**src/rtl/sigma_x_pulse_gen.sv**
```systemverilog
// sigma_x_pulse_gen
// Sigma-X drive pulse burst generator for braid control.
// A request (width, count) is accepted over a valid/ready handshake. The
// block then emits `count` pulses of `width` ticks each, with GAP_TICKS low
// ticks between consecutive pulses, and signals the end with a one-cycle
// done strobe. A safety SCRAM forces HALT from any state; only fault_clear
// (with SCRAM released) leaves it.
//
// Handshake: a request transfers on a rising edge where req_valid and
// req_ready are both high. req_ready is high only in IDLE with no SCRAM
// pending. Requests offered while not ready are ignored and never queued.
//
// Optional feature (macro PULSE_GUARD_EN): a request with a non-zero width
// below MIN_WIDTH is refused with a one-cycle reject strobe. Without the
// macro, reject is constant 0 and every width is played out.
//
// Ports:
//   clk          system clock, rising edge
//   rst_n        asynchronous active-low reset
//   req_valid    burst request valid
//   req_ready    block can accept a request
//   req_width    pulse width in ticks (8 bit)
//   req_count    pulses per burst (4 bit)
//   safety_scram SCRAM from safety interlock, level-sensitive
//   fault_clear  single-cycle request to leave HALT
//   pulse_out    registered drive pulse
//   busy         burst in progress (PULSE or GAP)
//   done         one-cycle burst-complete strobe
//   fault        high while in HALT
//   reject       one-cycle strobe: request refused by width guard
//   dbg_state    current FSM state (0 IDLE, 1 PULSE, 2 GAP, 3 HALT)
module sigma_x_pulse_gen #(
    parameter int MIN_WIDTH = 10,
    parameter int GAP_TICKS = 4
) (
    input  logic       clk,
    input  logic       rst_n,
    input  logic       req_valid,
    output logic       req_ready,
    input  logic [7:0] req_width,
    input  logic [3:0] req_count,
    input  logic       safety_scram,
    input  logic       fault_clear,
    output logic       pulse_out,
    output logic       busy,
    output logic       done,
    output logic       fault,
    output logic       reject,
    output logic [1:0] dbg_state
);

    typedef enum logic [1:0] {
        S_IDLE  = 2'd0,
        S_PULSE = 2'd1,
        S_GAP   = 2'd2,
        S_HALT  = 2'd3
    } state_t;

    localparam logic [7:0] GAP_W = 8'(GAP_TICKS);

`ifdef PULSE_GUARD_EN
    localparam bit GUARD_EN = 1'b1;
`else
    // Guard disabled: short_req is constant 0, so reject never rises.
    localparam bit GUARD_EN = 1'b0;
`endif

    state_t     state, next_state;
    logic [7:0] width_q;      // latched pulse width, reloaded for every pulse
    logic [7:0] width_cnt;    // ticks left in the current pulse (1 = last)
    logic [7:0] gap_cnt;      // ticks left in the current gap (1 = last)
    logic [3:0] pulses_left;  // pulses left including the current one
    logic       run_q;        // low during reset, high from the first edge after
    logic       pulse_q;
    logic       done_q;
    logic       reject_q;

    logic accept;
    logic zero_req;
    logic short_req;
    logic last_tick;
    logic last_pulse;
    logic gap_end;

    assign accept     = req_valid && req_ready;
    assign zero_req   = (req_width == 8'd0) || (req_count == 4'd0);
    assign short_req  = GUARD_EN && !zero_req && (32'(req_width) < MIN_WIDTH);
    assign last_tick  = (width_cnt == 8'd1);
    assign last_pulse = (pulses_left == 4'd1);
    assign gap_end    = (gap_cnt == 8'd1);

    // State register
    always_ff @(posedge clk or negedge rst_n) begin
        if (!rst_n) begin
            state <= S_IDLE;
        end else begin
            state <= next_state;
        end
    end

    // Next-state logic; SCRAM overrides every other transition.
    always_comb begin
        next_state = state;
        case (state)
            S_IDLE: begin
                if (accept && !zero_req && !short_req) begin
                    next_state = S_PULSE;
                end
            end
            S_PULSE: begin
                if (last_tick) begin
                    next_state = last_pulse ? S_IDLE : S_GAP;
                end
            end
            S_GAP: begin
                if (gap_end) begin
                    next_state = S_PULSE;
                end
            end
            S_HALT: begin
                if (fault_clear) begin
                    next_state = S_IDLE;
                end
            end
            default: next_state = S_IDLE;
        endcase
        if (safety_scram) begin
            next_state = S_HALT;
        end
    end

    // Counters and registered strobes
    always_ff @(posedge clk or negedge rst_n) begin
        if (!rst_n) begin
            width_q     <= 8'd0;
            width_cnt   <= 8'd0;
            gap_cnt     <= 8'd0;
            pulses_left <= 4'd0;
            run_q       <= 1'b0;
            pulse_q     <= 1'b0;
            done_q      <= 1'b0;
            reject_q    <= 1'b0;
        end else begin
            run_q    <= 1'b1;
            // pulse_out is the registered image of the PULSE state.
            pulse_q  <= (next_state == S_PULSE);
            done_q   <= !safety_scram &&
                        ((state == S_IDLE && accept && zero_req) ||
                         (state == S_PULSE && last_tick && last_pulse));
            reject_q <= accept && short_req;
            case (state)
                S_IDLE: begin
                    if (accept) begin
                        width_q     <= req_width;
                        width_cnt   <= req_width;
                        pulses_left <= req_count;
                    end
                end
                S_PULSE: begin
                    if (last_tick) begin
                        width_cnt   <= width_q;
                        pulses_left <= pulses_left - 4'd1;
                        gap_cnt     <= GAP_W;
                    end else begin
                        width_cnt <= width_cnt - 8'd1;
                    end
                end
                S_GAP: begin
                    gap_cnt <= gap_cnt - 8'd1;
                end
                S_HALT: begin
                    width_cnt   <= 8'd0;
                    gap_cnt     <= 8'd0;
                    pulses_left <= 4'd0;
                end
                default: ;
            endcase
        end
    end

    // Outputs
    always_comb begin
        req_ready = run_q && (state == S_IDLE) && !safety_scram;
        busy      = (state == S_PULSE) || (state == S_GAP);
        fault     = (state == S_HALT);
        pulse_out = pulse_q;
        done      = done_q;
        reject    = reject_q;
        dbg_state = state;
    end

endmodule

```
**config.mk**
```make
export PLATFORM = sky130hd
export DESIGN_NAME = sigma_x_pulse_gen
export DESIGN_NICKNAME = d
export VERILOG_FILES = /design/src/rtl/sigma_x_pulse_gen.sv
export SDC_FILE = /design/constraint.sdc
export NUM_CORES = 1
export LEC_CHECK = 0
export BUFFER_PORTS_ARGS = -buffer_cell sky130_fd_sc_hd__buf_2
export CAP_MARGIN = 20
export CORE_UTILIZATION = 56
export DETAILED_ROUTE_END_ITERATION = 6
export GPL_TIMING_DRIVEN = 1
export PLACE_DENSITY = 0.84
export SETUP_SLACK_MARGIN = 0.05
export SYNTH_ARGS = -nofsm -noshare
export SYNTH_HDL_FRONTEND = slang
export SYNTH_SLANG_ARGS = --single-unit
```
**constraint.sdc**
```tcl
create_clock -name clk -period 3.6 [get_ports clk]
set_input_delay 0.36 -clock clk [delete_from_list [all_inputs] [get_ports clk]]
set_output_delay 0.36 -clock clk [all_outputs]
set_load 0.01 [all_outputs]
```
Word-level counts from Yosys, hierarchy flattened
Index checks and enable logic that the tools add are counted.
Storage, ports and cells
  flip-flop bits (word level): 33
  latch bits: 0
  memory bits (writable): 0
  memory bits (read-only): 0
  memories: 0
Operators by class
  $add $sub $neg: 3
  multiply operators: 0
  div/mod/pow operators: 0
  $lt $le $gt $ge: 0
  equality and inequality tests: 9
  shift operators: 0
  multiplexer cells: 15
  bitwise logic cells: 0
  reduce and logical (&&, ||, !) cells: 23
Operators by type and width (count)
  case mux 8 bit (3 select lines): 2
  2-to-1 mux 8 bit: 3
  == test 8 x 1 -> 1 bit, second input constant: 2
  subtractor 8 x 1 -> 8 bit, second input constant: 2
  2-to-1 mux 2 bit: 6
  case mux 4 bit (3 select lines): 1
  logical AND 1 bit: 9
  logical NOT 8 bit: 1
  2-to-1 mux 4 bit: 2
  case mux 2 bit (4 select lines): 1
  AND reduction 2 bit: 3
  nonzero test 3 bit: 2
  == test 2 x 1 -> 1 bit, second input constant: 2
  == test 2 bit, second input constant: 2
  == test 4 x 1 -> 1 bit, second input constant: 1
  logical NOT 4 bit: 1
  inequality test 2 bit, second input constant: 2
  subtractor 4 x 1 -> 4 bit, second input constant: 1
  logical OR 1 bit: 3
  AND reduction 3 bit: 1
  logical NOT 1 bit: 2
  logical NOT 2 bit: 1

Longest topological paths before layout
Gate-level depths: netlist (run 1).
  word-level depth: 9
  mapped depth: 9
  depth with buffers taken out: 7

Worst setup path before layout (run 1)
Ideal clock, no wire load.
  path type: register -> register
  start point: register width_cnt[1]
  end point: register width_cnt[3]
  library setup time: 0.121 ns
  arrival time: 2.211 ns
  path slack: 1.268 ns
  cell stages (with the launch flop): 9
  path buffers: 1
  period minus slack after synthesis: 2.332 ns
  cells stage by stage: dfrtp_1 > inv_1 > ha_1 > or3b_2 > or2_1 > buf_6 > mux2_4 > a22o_1 > a22o_1
On the way
  cells in the longest elaborated chain, start to end: 3
  elaborated cells on any way between the ends: 4
  classes of those cells: 1 x add/sub; 1 x eq/ne; 2 x mux
Ends and longest elaborated chain
  start: declaration: line 70  | logic [7:0] width_cnt;
  start signal: assignment: line 155  | width_cnt <= req_width;
  start signal: assignment: line 161  | width_cnt <= width_q;
  start signal: assignment: line 165  | width_cnt <= width_cnt - 8'd1;
  subtractor 8 x 1 -> 8 bit or == test 8 x 1 -> 1 bit (tied branches): line 165, 88
  2-to-1 mux 8 bit (*): line 160  | if (last_tick) begin
  case mux 8 bit (3 select lines) (*): line 151  | case (state)
Mark *: on every way between the ends. The rest lies on a longest branch, timed or not.
A chain may end at the register's enable or synchronous reset.

Final worst setup path (run 1)
  start point: register width_cnt[1]
  end point: register gap_cnt[5]
On the way
  cells in the longest elaborated chain, start to end: 3
Ends and longest elaborated chain
  == test 8 x 1 -> 1 bit: line 88  | assign last_tick = (width_cnt == 8'd1);
  inequality test 2 bit (no source line)
  AND reduction 2 bit (no source line)
  end signal: assignment: line 169  | gap_cnt <= gap_cnt - 8'd1;
  end: declaration: line 71  | logic [7:0] gap_cnt;
Every way passes these cells.

==> out/results.ini, run 1 <==
[synth]
syn_inst=220
avgSynthCellArea_um2=9.34
synth_enable_flop_cells=0
synth-simple-area-share_pct=22.2
synth-main-ff-cell=dfrtp_1
synth-xor-area-share_pct=0.426
yosysWarnings=0
synth-compound-area-share_pct=17.5
ys_seq_elements=33
synth.mux.area_fraction_pct=6.70
ys_async_sr_fraction_pct=100
ys_types=51
syn_nets=248
synth_top_family_by_area=simple AND/OR/NAND/NOR gates
yosysSeqAreaShare_pct=40.2
synthAdderAreaFrac_pct=6.70
netlist_area_um2=2060

[sta]
rsz0062_at_grt=no
min_period_ns=2.64
min_period_over_period_pct=73.3
tns_ns=0
clock_skew_ns=0.00554
tightest_slew_ns=0.791
hold_violations=0
fmax_mhz=379
final.setup.worst_slack_ns=0.963
report.final.slew_viol_count=0
setup_violations=0
relSlewSlack_pct=47.1

[routing]
vias_per_cell=5.97
wl_per_cell_um=14.7
drt_iter0_markers=45
wirelength_mm=4.22
via_count=1707
drt_pass1_iterations=4
drc=0
postRouteAntennaNets=0

[die]
die_x_um=62.6
initial_core_util_pct=60.2
placementRows=21
dieArea_um2=3920
die_height_um=62.6
ioPinCount=25
core_um2=3420

[setup_path]
max_stage_delay_ns=0.60
worst_ep_arrival_time_ns=2.91
r2r_slack_ns=0.96
crit_path_end_kind=flip-flop
reg2reg_depth=7
cp-start-kind=flip-flop
cp_top_family=simple AND/OR/NAND/NOR gates
cp.required_ns=3.87
cp_slowest_cell=or4b_1
r2r_end=gap_cnt[5]$_DFFE_PN0P_
reg2reg_from=width_cnt[1]$_DFFE_PN0P_
cp_cell_sequence=inv_1 > ha_1 > or3b_2 > o21ai_2 > nand2b_1 > or4b_1 > nand3_1
path_max_fanout=17
crit_type=flip-flop to flip-flop
path_buf_inv=1

[clock_network]
cts_tree=done
max-clock-path-buffers=2
cts_resized=0
post-cts-setup-buffers=0
cts_sinks=33
cts_buffers=5
clk-insertion-delay-late_ns=0.33
cts_root_buf=clkbuf_4
cts-htree-levels=2
clk_pin_slew_worst_paths_ns=0.10
cts_hold_buffers=0

[status]
status=finished clean

[global_routing]
antenna_found_initial=0
track_usage_pct=23.5
gr-total-overflow=0
grt_pass1_vias=1660
grt_max_degree=34
grt_pass1_wl_mm=7.25

[cells_and_area]
drive_gt1_share_pct=18.8
mostFrequentLayoutCell=dfrtp_1
diodes=0
area_growth_pct=7.24
fin_nets=267
final_cell_mix=dfrtp_1, nand2_1, buf_2
design_area_um2=2200

[hold_path]
hold_path_class=input pin to async pin

[place]
routabilityCongestion=0.823
place_area_um2=2160
io_buffers=23
post-dp-hpwl_mm=3.01
dp_worst_setup_slack_ns=0.982

[power_and_ir_drop]
peakVddDrop_v=0.000466
finalPower_mw=1.82
p_leak_nw=1.01
p_per_area_nw_per_um2=827

[flow_run]
maxCapViolCount=0

==> flip-flops by register name, summed over array words and instances (netlist names) <==
register     cells
dbg_state        2
done             1
gap_cnt          8
pulse_out        1
pulses_left      4
run_q            1
width_cnt        8
width_q          8
==> worst max-delay path by stage <==
stage                                   startpoint                        to  slack, ns  depth (start not counted)
after floorplan           width_cnt[1]$_DFFE_PN0P_  width_cnt[3]$_DFFE_PN0P_       1.27                          8
after global routing      width_cnt[1]$_DFFE_PN0P_    gap_cnt[4]$_DFFE_PN0P_       0.77                          7
after detailed placement  width_cnt[1]$_DFFE_PN0P_    gap_cnt[4]$_DFFE_PN0P_       0.98                          7
after CTS                 width_cnt[1]$_DFFE_PN0P_    gap_cnt[4]$_DFFE_PN0P_       0.97                          7
after global placement    width_cnt[1]$_DFFE_PN0P_    gap_cnt[6]$_DFFE_PN0P_       1.10                          7
final                     width_cnt[1]$_DFFE_PN0P_    gap_cnt[5]$_DFFE_PN0P_       0.96                          7
==> cells by family after synthesis <==
| kind of cell | Yosys count |
|---|---|
| simple gates | 89 |
| xor+xnor | 1 |
| compound gates | 49 |
| fa+ha+maj | 11 |
| other cells | 2 |
| flops | 33 |
| mux | 12 |
| buf+inv | 23 |
==> routing by layer <==
metal / GRT usage, % / part of all wire [%] / vias up
met5: 0 / 0 / -
met4: 11.3 / 1.1 / 0
met3: 6.02 / 4.8 / 7
met2: 36.3 / 50 / 38
met1: 30.6 / 44 / 822
li1: - / - / 840
==> area by class of cell <==
class	count	area (um^2)
fillers	310	1210
flip-flops and latches	33	826
repair buffers	24	123
inverters	11	41.3
well taps	46	57.6
multi-input cells	164	1110
clock buffers	8	48.8
==> through the flow <==
step | std cells | hold WS, ns | util (%)
final | 286 | 0.0810 | 64.5
after CTS | 286 | 0.103 | 64.5
after global routing | 286 | 0.126 | 64.5
after global placement | 278 | 0.459 | 63.1
after detailed placement | 278 | 0.460 | 63.1
after floorplan | 220 | 0.0644 | -
==> where the power goes <==
group | switching, mW | leakage, nW | internal [mW] | total [mW]
Combinational | 0.543 | 0.570 | 0.414 | 0.957
Clock | 0.120 | 0.0265 | 0.0778 | 0.198
Sequential | 0.150 | 0.418 | 0.518 | 0.668
Total | 0.813 | 1.01 | 1.01 | 1.82
==> synth_stat cells (2+ instances only) <==
| cell type | n | share of area, % |
|---|---|---|
| dfrtp_1 | 33 | 40 |
| nand2_1 | 29 | 5.3 |
| nor2_1 | 17 | 3.1 |
| ha_1 | 11 | 6.7 |
| inv_1 | 11 | 2.0 |
| mux2_2 | 10 | 5.5 |
| nand3_1 | 9 | 2.2 |
| a21oi_1 | 8 | 1.9 |
| nor3_1 | 7 | 1.7 |
| nand3b_1 | 6 | 2.2 |
| o21ai_0 | 6 | 1.5 |
| clkbuf_1 | 5 | 0.91 |
| a31oi_1 | 4 | 1.2 |
| nor4_1 | 4 | 1.2 |
| o211ai_1 | 4 | 1.5 |
| a211o_1 | 3 | 1.3 |
| a22o_1 | 3 | 1.3 |
| buf_4 | 3 | 1.1 |
| buf_6 | 3 | 1.6 |
| nand2b_1 | 3 | 0.91 |
| o221ai_1 | 3 | 1.3 |
| or4b_1 | 3 | 1.5 |
| a211oi_1 | 2 | 0.73 |
| a221oi_1 | 2 | 0.85 |
| a32o_1 | 2 | 0.97 |
| conb_1 | 2 | 0.37 |
| nor4b_1 | 2 | 0.85 |
| o41ai_1 | 2 | 0.85 |
Note: power is estimated with default switching activity, not from simulation.
==> inputs of run 2 (changes only) <==
- clock period: 3.6 -> 2.6 ns (I/O delays scaled with it)
==> run 2 against run 1 <==
Power grew 43%. Die area is the same. Register-to-register slack lost 0.77 ns. Clock power grew 48%. Non-clock buffer count grew 6. Via count grew 0.35%.
==> out/results.ini, run 2 (same netlist as run 1, synthesis figures left out) <==
[status]
status=finished clean  ; unchanged

[clock_network]
cts_root_buf=clkbuf_4  ; unchanged
max-clock-path-buffers=2  ; unchanged
cts_sinks=33  ; unchanged
post-cts-setup-buffers=0  ; unchanged
clk-insertion-delay-late_ns=0.34  ; was 0.33 ns
cts_buffers=5  ; unchanged
cts-htree-levels=2  ; unchanged
cts_tree=done  ; unchanged
clk_pin_slew_worst_paths_ns=0.10  ; about the same

[flow_run]
maxCapViolCount=0  ; unchanged

[setup_path]
path_buf_inv=1  ; unchanged
crit_type=flip-flop to flip-flop  ; unchanged
cp.required_ns=2.83  ; was 3.87 ns
cp_common_cell=a22o_1
crit_path_end_kind=flip-flop  ; unchanged
worst_ep_arrival_time_ns=2.64  ; was 2.91 ns
path_max_fanout=7  ; was 17
cp-start-kind=flip-flop  ; unchanged
cp_top_family=simple AND/OR/NAND/NOR gates  ; unchanged
max_stage_delay_ns=0.54  ; was 0.60 ns
cp_cell_sequence=inv_1 > ha_1 > or3b_2 > or2_4 > mux2_4 > a22o_1 > a22o_1  ; was inv_1 > ha_1 > or3b_2 > o21ai_2 > nand2b_1 > or4b_1 > nand3_1
cp_slowest_cell=or3b_2  ; was or4b_1

[power_and_ir_drop]
p_int_mw=1.46  ; was 1.01 mW
p_comb_share_pct=53.1  ; was 52.5%
pwr-share-seq_pct=35.6  ; was 36.7%
peakVddDrop_v=0.000706  ; was 0.000466 V
p_clk_share_pct=11.3  ; was 10.9%
p_leak_nw=1.05  ; was 1.01 nW
p_sw_mw=1.14  ; was 813 uW
p_per_area_nw_per_um2=1150  ; was 827 nW/um^2
finalPower_mw=2.60  ; was 1.82 mW
p_sw_share_pct=43.8  ; was 44.6%

[sta]
report.final.slew_viol_count=0  ; unchanged
tightest_slew_ns=0.732  ; was 0.791 ns
setup_violations=0  ; unchanged
fmax_mhz=415  ; was 379 MHz
rsz0062_at_grt=no  ; unchanged
clock_skew_ns=0.00629  ; was 0.00554 ns
min_period_ns=2.41  ; was 2.64 ns
hold_violations=0  ; unchanged
relSlewSlack_pct=51.2  ; was 47.1%
min_period_over_period_pct=92.6  ; was 73.3%
tns_ns=0  ; unchanged

[cells_and_area]
reg_top3=gap_cnt (8), width_cnt (8), width_q (8)  ; unchanged
area_growth_pct=9.98  ; was 7.24%
fin_nets=273  ; was 267
mostFrequentLayoutCell=dfrtp_1  ; unchanged
fillers=278  ; was 310
diodes=0  ; unchanged
drive_gt1_share_pct=21.2  ; was 18.8%
final_cell_mix=dfrtp_1, nand2_1, buf_2  ; unchanged
design_area_um2=2260  ; was 2200 um^2

[global_routing]
grt_max_degree=34  ; unchanged
grt_pass1_vias=1522  ; was 1,660
track_usage_pct=23.1  ; was 23.5%
gr-total-overflow=0  ; unchanged
grt_pass1_wl_mm=6.96  ; was 7.25 mm
antenna_found_initial=0  ; unchanged

[routing]
wl_per_cell_um=14.3  ; was 14.7 um
via_count=1713  ; was 1,707
drt_pass1_iterations=4  ; unchanged
drc=0  ; unchanged
vias_per_cell=5.89  ; was 5.97
drt_iter0_markers=115  ; was 45
postRouteAntennaNets=0  ; unchanged
wirelength_mm=4.15  ; was 4.22 mm

[place]
io_buffers=23  ; unchanged
place_area_um2=2190  ; was 2160 um^2
routabilityCongestion=0.872  ; was 0.823
post-dp-hpwl_mm=3.02  ; was 3.01 mm

[die]
die_x_um=62.6  ; unchanged
ioPinCount=25  ; unchanged
dieArea_um2=3920  ; unchanged
placementRows=21  ; unchanged
initial_core_util_pct=60.2  ; unchanged
die_height_um=62.6  ; unchanged
core_um2=3420  ; unchanged

[hold_path]
hold_path_class=input pin to flip-flop  ; was input pin to async pin

## run 2: layout make-up
type / instances / area [um^2] / share of cell area, %
Clock buffer: 7 / 55.1 / 2.43
Inverter: 11 / 41.3 / 1.83
Multi-Input combinational cell: 164 / 1110 / 49.1
Sequential cell: 33 / 826 / 36.5
Tap cell: 46 / 57.6 / 2.55
Timing Repair Buffer: 30 / 170 / 7.53
## run 2: path summary, 6_finish.rpt
kind	startpoint	endpoint	slack [ns]	depth (start not counted)
max	width_cnt[1]$_DFFE_PN0P_	width_cnt[3]$_DFFE_PN0P_	0.19	7
min in group asynchronous	rst_n	gap_cnt[2]$_DFFE_PN0P_	0.51	2
max reg2reg	width_cnt[1]$_DFFE_PN0P_	width_cnt[3]$_DFFE_PN0P_	0.19	7
min	safety_scram	done$_DFF_PN0_	0.17	2
min reg2reg	gap_cnt[1]$_DFFE_PN0P_	gap_cnt[1]$_DFFE_PN0P_	0.52	2
max in group asynchronous	rst_n	gap_cnt[4]$_DFFE_PN0P_	1.62	2
## run 2: per-stage QoR
stage	hold WS, ns	worst slack, ns	utilization [%]	instances
2_1_floorplan	-0.0356	0.268	-	220
3_3_place_gp	0.361	0.238	64.2	283
3_5_place_dp	0.367	0.167	64.2	283
4_1_cts	0.144	0.149	66.1	291
5_1_grt	0.140	0.0553	66.2	291
6_report	0.171	0.191	66.2	291
## run 2: layer usage
layer	GRT usage, %	vias up	part of all wire (%)	routed length [um]
met2	37.4	42	48	2010
met5	0	-	0	0
met4	9.88	0	1.5	64
li1	-	848	-	-
met3	4.93	5	4.1	171
met1	29.9	818	46	1900
## run 2: what timing repair did
action                                 in CTS  in global routing
hold buffers                                1                  0
resized for setup                           0                  1
endpoints found under the hold margin      33                  0
setup endpoints to repair                   0                  1
## run 2: power groups by stage
stage	logic, mW	clock network [mW]	registers (mW)
5_1_grt	1.55	0.328	0.951
3_3_place_gp	1.34	0	0.924
4_1_cts	1.38	0.304	0.920
3_5_place_dp	1.37	0	0.930
2_1_floorplan	1.10	0	0.876
6_report	1.38	0.294	0.925
